## config.mk

```make
export PLATFORM = sky130hd
export DESIGN_NAME = fir_filter_mc
export DESIGN_NICKNAME = d
export VERILOG_FILES = /design/src/rtl/fir_pkg.sv /design/src/rtl/fir_mac.sv /design/src/rtl/fir_filter_mc.sv
export SDC_FILE = /design/constraint.sdc
export NUM_CORES = 1
export LEC_CHECK = 0
export ABC_AREA = 1
export CAP_MARGIN = 20
export CORE_MARGIN = 2
export CORE_UTILIZATION = 62
export DETAILED_ROUTE_END_ITERATION = 12
export DONT_BUFFER_PORTS = 1
export PLACE_DENSITY = 0.88
export SLEW_MARGIN = 20
export SYNTH_ARGS = -nofsm -noshare
export SYNTH_HDL_FRONTEND = slang
export SYNTH_SLANG_ARGS = --single-unit
export TNS_END_PERCENT = 30
```

## constraint.sdc

```tcl
create_clock -name clk -period 15.41 [get_ports clk]
set_clock_uncertainty 0.1 [all_clocks]
set_input_delay 0 -clock clk [delete_from_list [all_inputs] [get_ports clk]]
set_output_delay 0 -clock clk [all_outputs]
set_load 0.01 [all_outputs]
```

## src/rtl/fir_pkg.sv

```systemverilog
// Shared helpers and types for the multi-channel time-shared FIR filter.
package fir_pkg;

  // Ceiling log2, usable in constant expressions (clog2(1) = 0).
  function automatic int clog2(input int value);
    int result;
    int rest;
    result = 0;
    rest   = value - 1;
    while (rest > 0) begin
      result++;
      rest = rest >> 1;
    end
    return result;
  endfunction

  // Width of a tap index; never narrower than one bit.
  function automatic int tap_width(input int taps);
    return (clog2(taps) < 1) ? 1 : clog2(taps);
  endfunction

  // Full-precision result width: product width plus growth for N additions.
  function automatic int output_width(input int iw, input int cw, input int taps);
    return iw + cw + clog2(taps);
  endfunction

  // Derived widths for the default configuration (3 taps, 8-bit samples and coefficients).
  localparam int TAP_WIDTH    = tap_width(3);
  localparam int OUTPUT_WIDTH = output_width(8, 8, 3);

  typedef enum logic [1:0] {
    IDLE = 2'd0,
    MAC  = 2'd1,
    DONE = 2'd2
  } state_t;

endpackage

```

## src/rtl/fir_mac.sv

```systemverilog
// Signed multiply-accumulate with synchronous clear and enable.
// sum is the value the accumulator takes on the next enabled edge.
module fir_mac #(
  parameter int INPUT_WIDTH  = 8,
  parameter int COEF_WIDTH   = 8,
  parameter int OUTPUT_WIDTH = 18
) (
  input  logic                           clk,
  input  logic                           rst_n,
  input  logic                           clear,
  input  logic                           en,
  input  logic signed [INPUT_WIDTH-1:0]  sample,
  input  logic signed [COEF_WIDTH-1:0]   coef,
  output logic signed [OUTPUT_WIDTH-1:0] acc,
  output logic signed [OUTPUT_WIDTH-1:0] sum
);

  localparam int PROD_WIDTH = INPUT_WIDTH + COEF_WIDTH;

  logic signed [PROD_WIDTH-1:0] product;

  // Full-precision signed product, sign-extended into the accumulator width.
  always_comb begin
    product = PROD_WIDTH'(sample) * PROD_WIDTH'(coef);
    sum     = acc + OUTPUT_WIDTH'(product);
  end

  // Accumulator register: clear has priority over accumulate.
  always_ff @(posedge clk) begin
    if (!rst_n) begin
      acc <= '0;
    end else if (clear) begin
      acc <= '0;
    end else if (en) begin
      acc <= sum;
    end
  end

endmodule

```

## src/rtl/fir_filter_mc.sv

```systemverilog
// Multi-channel, coefficient-programmable FIR filter sharing one MAC.
// Each accepted sample shifts its channel's delay line, then NUM_OF_TAPS
// MAC cycles run and the result is presented with a one-cycle strobe.
//
// Input handshake: input_data_flag is a single-cycle valid with no ready
// signal. A sample is taken only when busy is low and input_channel is a
// real channel; any other valid cycle is discarded and sets sticky dropped.
// Coefficient writes follow the same rule (idle and in-range address) and
// a discarded write sets sticky coef_err.
module fir_filter_mc
  import fir_pkg::*;
#(
  parameter int  NUM_OF_TAPS  = 3,
  parameter int  INPUT_WIDTH  = 8,
  parameter int  COEF_WIDTH   = 8,
  parameter int  NUM_CHANNELS = 2,
  parameter int  CH_WIDTH     = 1,
  localparam int TAP_W        = tap_width(NUM_OF_TAPS),
  localparam int OUT_W        = output_width(INPUT_WIDTH, COEF_WIDTH, NUM_OF_TAPS)
) (
  input  logic                          clk,
  input  logic                          rst_n,
  input  logic signed [INPUT_WIDTH-1:0] input_data,
  input  logic                          input_data_flag,
  input  logic [CH_WIDTH-1:0]           input_channel,
  input  logic                          coef_wr_en,
  input  logic [TAP_W-1:0]              coef_wr_addr,
  input  logic signed [COEF_WIDTH-1:0]  coef_wr_data,
  output logic signed [OUT_W-1:0]       output_data,
  output logic                          output_data_flag,
  output logic [CH_WIDTH-1:0]           output_channel,
  output logic                          busy,
  output logic                          dropped,
  output logic                          coef_err
);

  localparam logic [CH_WIDTH:0] NUM_CH_LIMIT = (CH_WIDTH + 1)'(NUM_CHANNELS);
  localparam logic [TAP_W:0]    NUM_TAP_LIMIT = (TAP_W + 1)'(NUM_OF_TAPS);
  localparam logic [TAP_W-1:0]  LAST_TAP      = TAP_W'(NUM_OF_TAPS - 1);

  state_t                        state;
  logic [CH_WIDTH-1:0]           ch;
  logic [TAP_W-1:0]              tap;
  logic signed [INPUT_WIDTH-1:0] x_line [NUM_CHANNELS][NUM_OF_TAPS];
  logic signed [COEF_WIDTH-1:0]  coef   [NUM_OF_TAPS];

  logic                          ch_ok;
  logic                          addr_ok;
  logic                          accept;
  logic                          coef_ok;
  logic signed [INPUT_WIDTH-1:0] mac_sample;
  logic signed [COEF_WIDTH-1:0]  mac_coef;
  logic signed [OUT_W-1:0]       mac_acc;
  logic signed [OUT_W-1:0]       mac_sum;

  // Acceptance decisions and the operand mux feeding the shared MAC.
  always_comb begin
    ch_ok      = {1'b0, input_channel} < NUM_CH_LIMIT;
    addr_ok    = {1'b0, coef_wr_addr} < NUM_TAP_LIMIT;
    accept     = input_data_flag && (state == IDLE) && ch_ok;
    coef_ok    = coef_wr_en && (state == IDLE) && addr_ok;
    mac_sample = x_line[ch][tap];
    mac_coef   = coef[tap];
  end

  fir_mac #(
    .INPUT_WIDTH  (INPUT_WIDTH),
    .COEF_WIDTH   (COEF_WIDTH),
    .OUTPUT_WIDTH (OUT_W)
  ) u_mac (
    .clk    (clk),
    .rst_n  (rst_n),
    .clear  (accept),
    .en     (state == MAC),
    .sample (mac_sample),
    .coef   (mac_coef),
    .acc    (mac_acc),
    .sum    (mac_sum)
  );

  // Control FSM with registered outputs; the last MAC edge loads the result
  // directly from the accumulator's next value so the strobe lands in DONE.
  always_ff @(posedge clk) begin
    if (!rst_n) begin
      state            <= IDLE;
      ch               <= '0;
      tap              <= '0;
      output_data      <= '0;
      output_data_flag <= 1'b0;
      output_channel   <= '0;
      busy             <= 1'b0;
      dropped          <= 1'b0;
    end else begin
      output_data_flag <= 1'b0;
      if (input_data_flag && !accept) begin
        dropped <= 1'b1;
      end
      case (state)
        IDLE: begin
          if (accept) begin
            ch    <= input_channel;
            tap   <= '0;
            busy  <= 1'b1;
            state <= MAC;
          end
        end
        MAC: begin
          tap <= tap + 1'b1;
          if (tap == LAST_TAP) begin
            output_data      <= mac_sum;
            output_channel   <= ch;
            output_data_flag <= 1'b1;
            state            <= DONE;
          end
        end
        DONE: begin
          busy  <= 1'b0;
          state <= IDLE;
        end
        default: begin
          busy  <= 1'b0;
          state <= IDLE;
        end
      endcase
    end
  end

  // Per-channel delay lines: only the addressed channel shifts on accept.
  always_ff @(posedge clk) begin
    if (!rst_n) begin
      for (int c = 0; c < NUM_CHANNELS; c++) begin
        for (int k = 0; k < NUM_OF_TAPS; k++) begin
          x_line[c][k] <= '0;
        end
      end
    end else begin
      for (int c = 0; c < NUM_CHANNELS; c++) begin
        if (accept && (CH_WIDTH'(c) == input_channel)) begin
          x_line[c][0] <= input_data;
          for (int k = 1; k < NUM_OF_TAPS; k++) begin
            x_line[c][k] <= x_line[c][k-1];
          end
        end
      end
    end
  end

  // Coefficient register file, reset to identity, plus the write-error flag.
  always_ff @(posedge clk) begin
    if (!rst_n) begin
      for (int k = 0; k < NUM_OF_TAPS; k++) begin
        coef[k] <= (k == 0) ? COEF_WIDTH'(1) : '0;
      end
      coef_err <= 1'b0;
    end else begin
      for (int k = 0; k < NUM_OF_TAPS; k++) begin
        if (coef_ok && (TAP_W'(k) == coef_wr_addr)) begin
          coef[k] <= coef_wr_data;
        end
      end
      if (coef_wr_en && !coef_ok) begin
        coef_err <= 1'b1;
      end
    end
  end

endmodule
```

Yosys cells after proc, flatten, opt, wreduce, memory -nomap -nowiden --
Memory sizes are Yosys's and may differ from the RTL's. A register that Yosys moved wholly into a read port is not among the register bits. Cells that the tools add are included.
Cells by class: $add $sub $neg 2, multipliers 1, $lt $le $gt $ge 2, eq/ne operators 6, mux-type cells 40, bitwise operators 13, reductions and logical operators 22
Operator list (count):
- 8-bit 2-to-1 mux | 11
- 1-bit 2-to-1 mux | 20
- 18-bit by 16-bit adder with 18-bit output | 1
- 8-bit binary-select mux with 2-bit select | 1
- 8-bit by 8-bit multiplier with 16-bit output | 1
- 2-bit AND reduction | 6
- 1-bit logical AND | 10
- 2-bit 2-to-1 mux | 5
- 1-bit bitwise OR | 9
- 2-bit case mux with 2 select lines | 2
- 2-bit zero test | 2
- 2-bit != test (second input constant) | 2
- 3-bit >= comparator (second input constant) | 1
- 1-bit inverter | 3
- 2-bit inverter with 3-bit output | 1
- 2-bit by 1-bit adder with 2-bit output (second input constant) | 1
- 1-bit by 2-bit equality test with 1-bit output (first input constant) | 1
- 2-bit by 1-bit equality test with 1-bit output (second input constant) | 1
- 2-bit equality test (first input constant) | 1
- 2-bit equality test (second input constant) | 1
- 1-bit zero test | 2
- 2-bit less-than comparator (second input constant) | 1
- 1-bit case mux with 2 select lines | 1
- 2-bit nonzero test | 1
- 2-bit OR reduction | 1
Word-level totals: flip-flop bits (word level) 46, bits in writable memories 72, input port bits 23, output and inout port bits 23, logic and storage cells 98, memories kept 2
Memories:
- x_line | depth 2, bits a word 24, read ports 3, clocked after Yosys merged registers in 1, write ports 2, RTL line fir_filter_mc.sv:44 | logic signed [INPUT_WIDTH-1:0] x_line [NUM_CHANNELS][NUM_OF_TAPS];
- coef | depth 3, bits a word 8, read ports 1, clocked after Yosys merged registers in 1, write ports 3, RTL line fir_filter_mc.sv:45 | logic signed [COEF_WIDTH-1:0] coef [NUM_OF_TAPS];

Logic depth before layout (Yosys ltp) --
Gate-level depths: netlist of the first run.
depth after elaboration 8, gate-level depth with buffers 30, mapped depth without buffers 29

By module --
A second synthesis of the first run with hierarchy kept.
Second synthesis, totals: cells, all modules 1031, area, all modules 8662.1 um^2
By module, submodules not included:
- fir_filter_mc | instances 1, cells an instance 459, area each 4357.9 um^2, sequential area each 2782.7 um^2
- fir_mac | instances 1, cells an instance 572, area each 4304.1 um^2, sequential area each 360.3 um^2

Least setup slack after synthesis of the first run --
No wires, ideal clock.
path type reg2reg, start register with a tool-made name, end register u_mac.acc[14], library setup time 0.109 ns, data arrival time 5.373 ns, data required time 15.201 ns, slack 9.829 ns, cell stages (with the launch flop) 23, buffers on the path 1, clock period less this slack 5.581 ns, cells stage by stage dfxtp_1 > inv_2 > buf_2 > o211ai_1 > o21ai_1 > inv_1 > nor2_1 > fa_1 > fa_1 > fa_1 > fa_1 > fa_1 > ha_1 > a21oi_1 > nand2_1 > nand2_1 > nand3_1 > nand2_1 > nand2_1 > nand2_1 > nand3_1 > nand2_1 > inv_1
RTL lines:
- to (signal assigned) | RTL line fir_mac.sv:35 | acc <= sum;
- to (decl) | RTL line fir_mac.sv:14 | output logic signed [OUTPUT_WIDTH-1:0] acc,

==> impl_metrics.tcl, run 1 <==
set metrics [dict create \
    overflow 0 \
    totalWireLength_mm 21.4 \
    place_inst 1120 \
    min_period_ns 6.71 \
    initial_utilization_pct 63.4 \
    worst_r2r_endpoint "output_data[17]$_SDFFE_PN0P_" \
    numClockSinks 121 \
    ir_drop_mv 0.188 \
    chipHeight_um 120 \
    h-tree-depth 4 \
    grt_max_degree 29 \
    min_from "coef_wr_addr[0]" \
    cts_buffers 17 \
    path_max_fanout 25 \
    worstMarginPinSlew_ns 1.16 \
    synth_seq_cells 121 \
    gp_congestion 0.962 \
    tns_ns 0 \
    port_buffers 0 \
    p_leak_nw 4.54 \
    synth_cell_types 36 \
    rsz0062_at_grt "no" \
    clk_latency_ns 0.42 \
    finalNonFillerCells 1175 \
    synth_edf_count 72 \
    chipWidth_um 120 \
    slew_headroom_pct 22.4 \
    multi_input_area_mm2 0.00436 \
    grt_pass1_wl_mm 34.9 \
    worst_ep_arrival_time_ns 6.87 \
    seq_area_frac_synth_pct 37.4 \
    clk_pin_slew_ns 0.06 \
    cts_tree "done" \
    cts.path.max_buffers 2 \
    vias 6761 \
    reg2regPathDepth 24 \
    start_kind "flop" \
    finalHoldViolCount 0 \
    num_rows 42 \
    hold_depth 2 \
    final_cell_area_mm2 0.00935 \
    syn_area_mm2 0.00840 \
    drc 0 \
    syn_area_per_cell_um2 8.70 \
    drtAntennaViolNets 0 \
    seqCellArea_mm2 0.00314 \
    n_fill_cell 846 \
    drt_iter0_drc 879 \
    ioPinCount 46 \
    synth_ff_type "edfxtp_1" \
    cp-end-kind "flop" \
    whs_endpoint "coef[1][2]$_DFFE_PP_" \
    grt_pass1_vias 7012 \
    hold-worst-slack_ns 0.0585 \
    drive_above_1_share_pct 6.71 \
    drv_slew 0 \
    synth_nets 1111 \
    status "finished clean" \
    clockRootBuffer "clkbuf_16" \
    timing.fmax_mhz 149 \
    drt-vias-per-instance 5.75 \
    wire_per_inst_um 18.2 \
    dpl_cell_area_mm2 0.00852 \
    synth_warnings 0 \
    p_per_area_mw_per_mm2 250 \
    antenna_cells 0 \
    setup_violations 0 \
    required_ns 15.57 \
    core_area_mm2 0.0132 \
    track_usage_pct 31.4 \
    fin_crit_sh_pct 43.5 \
    maxCapViolCount 0 \
    dp_hpwl_mm 13.7 \
    dr.pass1.iters 6 \
    nets 1132 \
    synthArstFlopShare_pct 0 \
    antenna_found_initial 0 \
    reg2reg_slack_ns 8.70 \
    die-area_mm2 0.0145 \
    syn2layout_area_growth_pct 11.3 \
    ctsResizeCount 0 \
    hold_class "input pin to flop" \
    critical_path_class "flop to flop" \
    syn_inst 965 \
]
worst max-delay path by stage:
stage	startpoint	endpoint	cells after the start
after CTS	flop	output_data[17]$_SDFFE_PN0P_	24
after floorplan	flop	u_mac.acc[14]$_SDFFE_PP0P_	22
after detailed placement	flop	output_data[17]$_SDFFE_PN0P_	24
final	flop	output_data[17]$_SDFFE_PN0P_	24
after global placement	flop	output_data[17]$_SDFFE_PN0P_	24
after global routing	flop	u_mac.acc[17]$_SDFFE_PP0P_	24
stage by stage:
stage / total power [W] / worst slack (ns) / utilization [%]
after detailed placement: 0.00184 / 8.92 / 64.3
after floorplan: 0.00153 / 9.83 / -
after global placement: 0.00180 / 9.13 / 64.3
after CTS: 0.00229 / 8.76 / 70.6
after global routing: 0.00256 / 8.25 / 70.6
final: 0.00234 / 8.70 / 70.6
where the power goes:
group	switching, W	internal, W	leakage (nW)	total (W)
clock	0.000154	0.000255	0.286	0.000409
combinational	0.000971	0.000567	3.10	0.00154
sequential	0.0000209	0.000370	1.15	0.000391
total	0.00115	0.00119	4.54	0.00234
timing repair:
action                    CTS  global route
buffers inserted            0             0
hold buffers               23             0
hold endpoints to repair  125             0
per-layer routing:
layer | GRT usage (%) | routed length, um | vias to the layer above
met5 | 0 | 0 | -
met1 | 36.9 | 7760 | 3163
met2 | 53.9 | 10500 | 466
li1 | - | - | 3021
met3 | 8.25 | 2160 | 111
met4 | 14.7 | 944 | 0
flip-flops by register name, summed over array words and instances, names as in the netlist, named ones only:
name and flops:
dropped 1, tap 2, coef_err 1, ch 1
output_channel 1, busy 1, u_mac.acc 18, state 2
output_data 18, output_data_flag 1, x_line 48, coef 24
kinds of logic after synthesis:
family                     synth area share [%]
buffers and inverters                      10.7
DFF                                        37.4
adders and majority gates                  25.5
and+or+nand+nor                            18.3
AOI/OAI and AO/OA                          7.63
xor gates and xnor gates                  0.522
placed cells by master (no fill, tap or decap), drive strengths merged:
master and count:
a211oi 1, fa 80, o21a 16, dfxtp 49, and2 2, xor2 4, xnor2 1, edfxtp 72
nor2 150, o21ai 40, nand2 170, bufinv 3, or2 11, nand4 2, o211ai 7, clkbuf 18
clkinv 7, o21bai 2, dlygate4sd3 23, a21o 2, a21oi 42, clkinvlp 2, a31o 1, ha 43
buf 2, o31ai 1, inv 209, nand3 35, nand3b 4
cells in the mapped netlist (3+ instances only):
master | count | share of area, %
inv_1 | 181 | 8.1
nand2_1 | 168 | 7.5
nor2_1 | 145 | 6.5
fa_1 | 80 | 19
edfxtp_1 | 72 | 26
dfxtp_1 | 49 | 12
ha_1 | 43 | 6.4
a21oi_1 | 41 | 2.4
nand3_1 | 34 | 2.0
o21ai_1 | 30 | 1.8
inv_2 | 25 | 1.1
o21a_1 | 16 | 1.4
buf_2 | 11 | 0.66
o21ai_0 | 10 | 0.60
or2_1 | 10 | 0.75
clkbuf_1 | 9 | 0.40
o211ai_1 | 7 | 0.63
nand3b_1 | 4 | 0.36
xor2_1 | 4 | 0.42
nor2_2 | 3 | 0.22
layout make-up:
| type | count | area share (%) |
|---|---|---|
| Sequential cell | 121 | 33.6 |
| Inverter | 207 | 8.31 |
| Clock buffer | 18 | 4.59 |
| Multi-Input combinational cell | 614 | 46.7 |
| Clock inverter | 14 | 1.82 |
| Tap cell | 176 | 2.36 |
| Timing Repair Buffer | 25 | 2.62 |
critical path, cell delays in order, from the launching register on:
cell	delay, ns
dfxtp_1	0.85
inv_2	0.38
a21oi_1	0.22
o21ai_1	0.08
nand2_1	0.08
nand2_1	0.07
nand2_1	0.16
inv_2	0.09
nor2_1	0.76
fa_1	0.58
fa_1	0.50
fa_1	0.55
inv_1	0.06
fa_1	0.50
inv_1	0.05
ha_1	0.27
ha_1	0.38
nand2_1	0.12
nor2_1	0.18
and2_1	0.17
nand2_1	0.05
nand2_1	0.09
nand3_1	0.08
nand2_1	0.09
a21oi_1	0.06
No activity file was read; power rests on OpenSTA's default activity.
==> run 2: changes to the inputs <==
Clock period 15.41 ns to 6.5 ns, I/O delays scaled along.
==> impl_metrics.tcl, run 2 (synthesis results as in run 1) <==
set metrics [dict create \
    cts_buffers 17 \
    vias 6875 \
    required_ns 6.66 \
    clockRootBuffer "clkbuf_16" \
    final_cell_area_mm2 0.00938 \
    startpoint "tap[0]$_SDFFE_PN0P_" \
    finalHoldViolCount 0 \
    grt_pass1_wl_mm 36.3 \
    timing.fmax_mhz 165 \
    clk_pin_slew_ns 0.07 \
    chipWidth_um 120 \
    die-area_mm2 0.0145 \
    clk_latency_ns 0.43 \
    drc 0 \
    critical_path_class "flop to flop" \
    hold-worst-slack_ns 0.0293 \
    setup_violations 0 \
    cp-end-kind "flop" \
    cts_setup_buffers 0 \
    worstMarginPinSlew_ns 1.10 \
    antenna_cells 0 \
    drv_slew 0 \
    post-route-util_pct 70.9 \
    max_stage_delay_ns 0.71 \
    hold_class "input pin to flop" \
    nets 1134 \
    ioPinCount 46 \
    antenna_found_initial 0 \
    min_from "coef_wr_addr[0]" \
    place_inst 1122 \
    h-tree-depth 4 \
    finalNonFillerCells 1177 \
    path_max_fanout 11 \
    cts.path.max_buffers 2 \
    status "finished clean" \
    core_area_mm2 0.0132 \
    mostFrequentLayoutCell "inv_1" \
    slew_headroom_pct 26.7 \
    p_leak_nw 4.57 \
    gp_congestion 0.943 \
    critPathMostFrequentCell "nand2_1" \
    min_period_ns 6.05 \
    dpl_cell_area_mm2 0.00853 \
    grt_max_degree 29 \
    fin_crit_sh_pct 93.0 \
    crit_family "adder cells" \
    totalWireLength_mm 22.1 \
    p_per_area_mw_per_mm2 594 \
    dr.pass1.iters 6 \
    numClockSinks 121 \
    maxCapViolCount 0 \
    reg2reg_slack_ns 0.45 \
    track_usage_pct 32.8 \
    cts_tree "done" \
    syn2layout_area_growth_pct 11.8 \
    ir_drop_mv 0.574 \
    start_kind "flop" \
    regMostFlops "x_line" \
    path_buf_inv 7 \
    drt-vias-per-instance 5.84 \
    final_cell_mix "inv_1 (181), nand2_1 (168), nor2_1 (145)" \
    initial_utilization_pct 63.4 \
    drt_iter0_drc 845 \
    cp_slowest_cell "fa_1" \
    tns_ns 0 \
    largest_register_ffs 48 \
    dp_hpwl_mm 14.3 \
    wire_per_inst_um 18.8 \
    num_rows 42 \
    reg2reg_from "tap[0]$_SDFFE_PN0P_" \
    worst_ep_arrival_time_ns 6.21 \
    port_buffers 0 \
    grt_pass1_vias 7139 \
    overflow 0 \
    drtAntennaViolNets 0 \
    chipHeight_um 120 \
    largestRegisters "x_line: 48 flops, coef: 24 flops" \
    drive_above_1_share_pct 6.99 \
    rsz0062_at_grt "no" \
]
## run 2: metal layers
layer	vias up	part of all wire, %	track usage (%)
li1	3023	-	-
met4	0	5.1	14.5
met1	3244	36	40.5
met5	-	0	0
met3	120	10	8.11
met2	488	48	54.9
## run 2: repair_timing
action                     4_1_cts  5_1_grt
setup endpoints to repair        0        0
hold endpoints to repair       121        0
hold buffers                    23        0
gates resized for setup          0        0
## run 2: final cells by class
class	instances	area (um^2)
Inverter	207	777
Clock inverter	14	193
Sequential cell	121	3140
Timing Repair Buffer	27	260
Multi-Input combinational cell	614	4360
Tap cell	176	220
Fill cell	875	3860
Clock buffer	18	429
## run 2: report_power, final
part           internal [W]  switching [W]  leakage, nW  total (W)
Combinational       0.00134        0.00228         3.12    0.00362
Sequential         0.000878      0.0000478         1.15   0.000925
Clock              0.000644       0.000384        0.299    0.00103
## run 2: worst paths after layout
path,cells past startpoint,end
worst max-delay path,26,output_data[17]$_SDFFE_PN0P_
worst min-delay path,3,coef[0][6]$_DFFE_PP_
worst min register to register,2,u_mac.acc[5]$_SDFFE_PP0P_
worst max register to register,26,output_data[17]$_SDFFE_PN0P_
## run 2: through the flow
stage / setup slack [ns] / total power (W)
finish: 0.454 / 0.00557
global route: 0.0951 / 0.00609
CTS: 0.507 / 0.00548
detailed placement: 0.646 / 0.00440
global placement: 0.801 / 0.00431
floorplan: 0.919 / 0.00363
## run 2: worst register-to-register path, cell delays in order (launching register included)
cell and delay, ns:
dfxtp_1 0.65, inv_2 0.24, a21oi_1 0.21, o21ai_1 0.09, nand2_1 0.07, nand2_1 0.05
nand2_1 0.15, inv_2 0.09, nor2_1 0.21, inv_2 0.09, fa_1 0.71, inv_1 0.10
fa_1 0.52, inv_1 0.09, fa_1 0.55, inv_1 0.06, fa_1 0.48, ha_1 0.31
ha_1 0.34, a21oi_1 0.23, nand2_1 0.09, a21oi_1 0.13, nand2_1 0.08, inv_1 0.06
nand2_1 0.05, nand2_1 0.07, a21oi_1 0.07
==> run 3: changes to the inputs <==
Settings changed: CAP_MARGIN 20 to unset, CORE_MARGIN 2 to 1.5, GPL_TIMING_DRIVEN set to 0.
==> impl_metrics.tcl, run 3 (synthesis results as in run 1) <==
set metrics [dict create \
    hold_class "input pin to flop" \
    p_leak_nw 4.60 \
    hold_depth 2 \
    timing.fmax_mhz 166 \
    die-area_mm2 0.0142 \
    track_usage_pct 33.2 \
    nets 1155 \
    cts_tree "done" \
    post-route-util_pct 71.3 \
    fin_crit_sh_pct 92.6 \
    wire_per_inst_um 18.6 \
    drt-vias-per-instance 5.82 \
    antenna_found_initial 0 \
    finalHoldViolCount 0 \
    critical_path_class "flop to flop" \
    drive_above_1_share_pct 8.02 \
    gp_congestion 0.938 \
    maxCapViolCount 0 \
    switchingPower_w 0.00274 \
    worstMarginPinSlew_ns 0.807 \
    numClockSinks 121 \
    slew_headroom_pct 45.8 \
    rsz0062_at_grt "no" \
    grt_pass1_vias 7190 \
    combPwrFrac_pct 66.8 \
    internal_power_w 0.00276 \
    drtAntennaViolNets 0 \
    dpl_cell_area_mm2 0.00864 \
    start_kind "flop" \
    worst_ep_arrival_time_ns 6.25 \
    clk_pin_slew_ns 0.07 \
    core_area_mm2 0.0132 \
    ioPinCount 46 \
    clockRootBuffer "clkbuf_16" \
    hold-worst-slack_ns 0.0469 \
    grt_pass1_wl_mm 36.0 \
    regMostFlops "x_line" \
    dr.pass1.iters 6 \
    chipHeight_um 119 \
    h-tree-depth 4 \
    num_rows 42 \
    swShare_pct 49.7 \
    cts_buffers 17 \
    grt_max_degree 17 \
    initial_utilization_pct 63.4 \
    overflow 0 \
    cts.path.max_buffers 2 \
    seq_power_share_pct 16.8 \
    dp_slack_ns 0.359 \
    path_max_fanout 11 \
    drt_iter0_drc 944 \
    clk_latency_ns 0.43 \
    pwr-share-clk_pct 16.4 \
    vias 6978 \
    final.setup.worst_slack_ns 0.479 \
    final_cell_mix "inv_1 (181), nand2_1 (168), nor2_1 (143)" \
    largest_register_ffs 48 \
    port_buffers 0 \
    setup_violations 0 \
    dp_hpwl_mm 14.6 \
    chipWidth_um 119 \
    antenna_cells 0 \
    drc 0 \
    cp-end-kind "flop" \
    p_per_area_mw_per_mm2 582 \
    required_ns 6.73 \
    tns_ns 0 \
    min_period_ns 6.02 \
    ir_drop_mv 0.429 \
    mostFrequentLayoutCell "inv_1" \
    reg2regPathDepth 21 \
    drv_slew 0 \
    status "finished clean" \
    syn2layout_area_growth_pct 12.5 \
    final_cell_area_mm2 0.00945 \
    largestRegisters "x_line: 48 flops, coef: 24 flops" \
    totalWireLength_mm 22.3 \
]
[run 3: cell types whose count changed in the layout (fill, tap and decap cells not counted), moves of 2 or more]
cell       delta
buf_2        +11
buf_4         -3
buf_6         +2
bufinv_16     -3
clkbuf_1     +10
clkinv_4      +4
nor2_1        -2
[run 3: area by class of cell]
cell class	count	area (um^2)
plain buffers	23	119
well taps	176	220
fillers	839	3800
inverters	207	777
repair buffers	25	255
clock buffers	19	433
clock inverters	13	121
flip-flops and latches	121	3140
multi-input cells	614	4380
[run 3: metrics by stage]
step	total power [W]	instances
after floorplan	0.00363	965
after global routing	0.00598	1198
after detailed placement	0.00444	1142
final	0.00550	1198
after global placement	0.00428	1141
after CTS	0.00536	1198
[run 3: worst paths after layout]
kind / start / to / slack [ns]
hold reg to reg: u_mac.acc[2]$_SDFFE_PP0P_ / u_mac.acc[2]$_SDFFE_PP0P_ / 0.37
hold / removal: coef_wr_addr[0] / coef[1][1]$_DFFE_PP_ / 0.05
setup / recovery: flop / output_data[9]$_SDFFE_PN0P_ / 0.48
setup reg to reg: flop / output_data[9]$_SDFFE_PN0P_ / 0.48
[run 3: timing repair]
action                     CTS  global route
buffers inserted             0             0
gates resized for setup      0             2
setup endpoints to repair    0             6
hold endpoints to repair    77             0
hold buffers                24             0
[run 3: metal layers]
metal	up-vias	share of wire [%]	global-route usage, %
met5	-	0	0
met4	0	3.9	14.1
li1	3075	-	-
met3	110	9.4	8.14
met1	3337	36	39.1
met2	456	51	58.2
[run 3: worst max-delay path: stages, from the launching register on]
cell and delay, ns:
dfxtp_1 0.48, inv_2 0.14, a21oi_1 0.21, o21ai_1 0.11, nand2_1 0.08, nand2_1 0.06
nand2_1 0.22, inv_2 0.14, nor2_4 0.40, fa_1 0.53, fa_1 0.51, fa_1 0.61
fa_1 0.46, fa_1 0.45, ha_1 0.36, nand2_1 0.12, nor2_1 0.18, nand2_1 0.09
nand3_1 0.13, xor2_1 0.23, nand2_1 0.11, a21oi_1 0.21
[run 3: power groups by stage]
stage / logic [W] / registers [W] / clock network (W)
after global placement: 0.00335 / 0.000931 / 0
after CTS: 0.00357 / 0.000918 / 0.000871
after global routing: 0.00414 / 0.000928 / 0.000921
after detailed placement: 0.00350 / 0.000933 / 0
after floorplan: 0.00271 / 0.000921 / 0
final: 0.00368 / 0.000922 / 0.000903
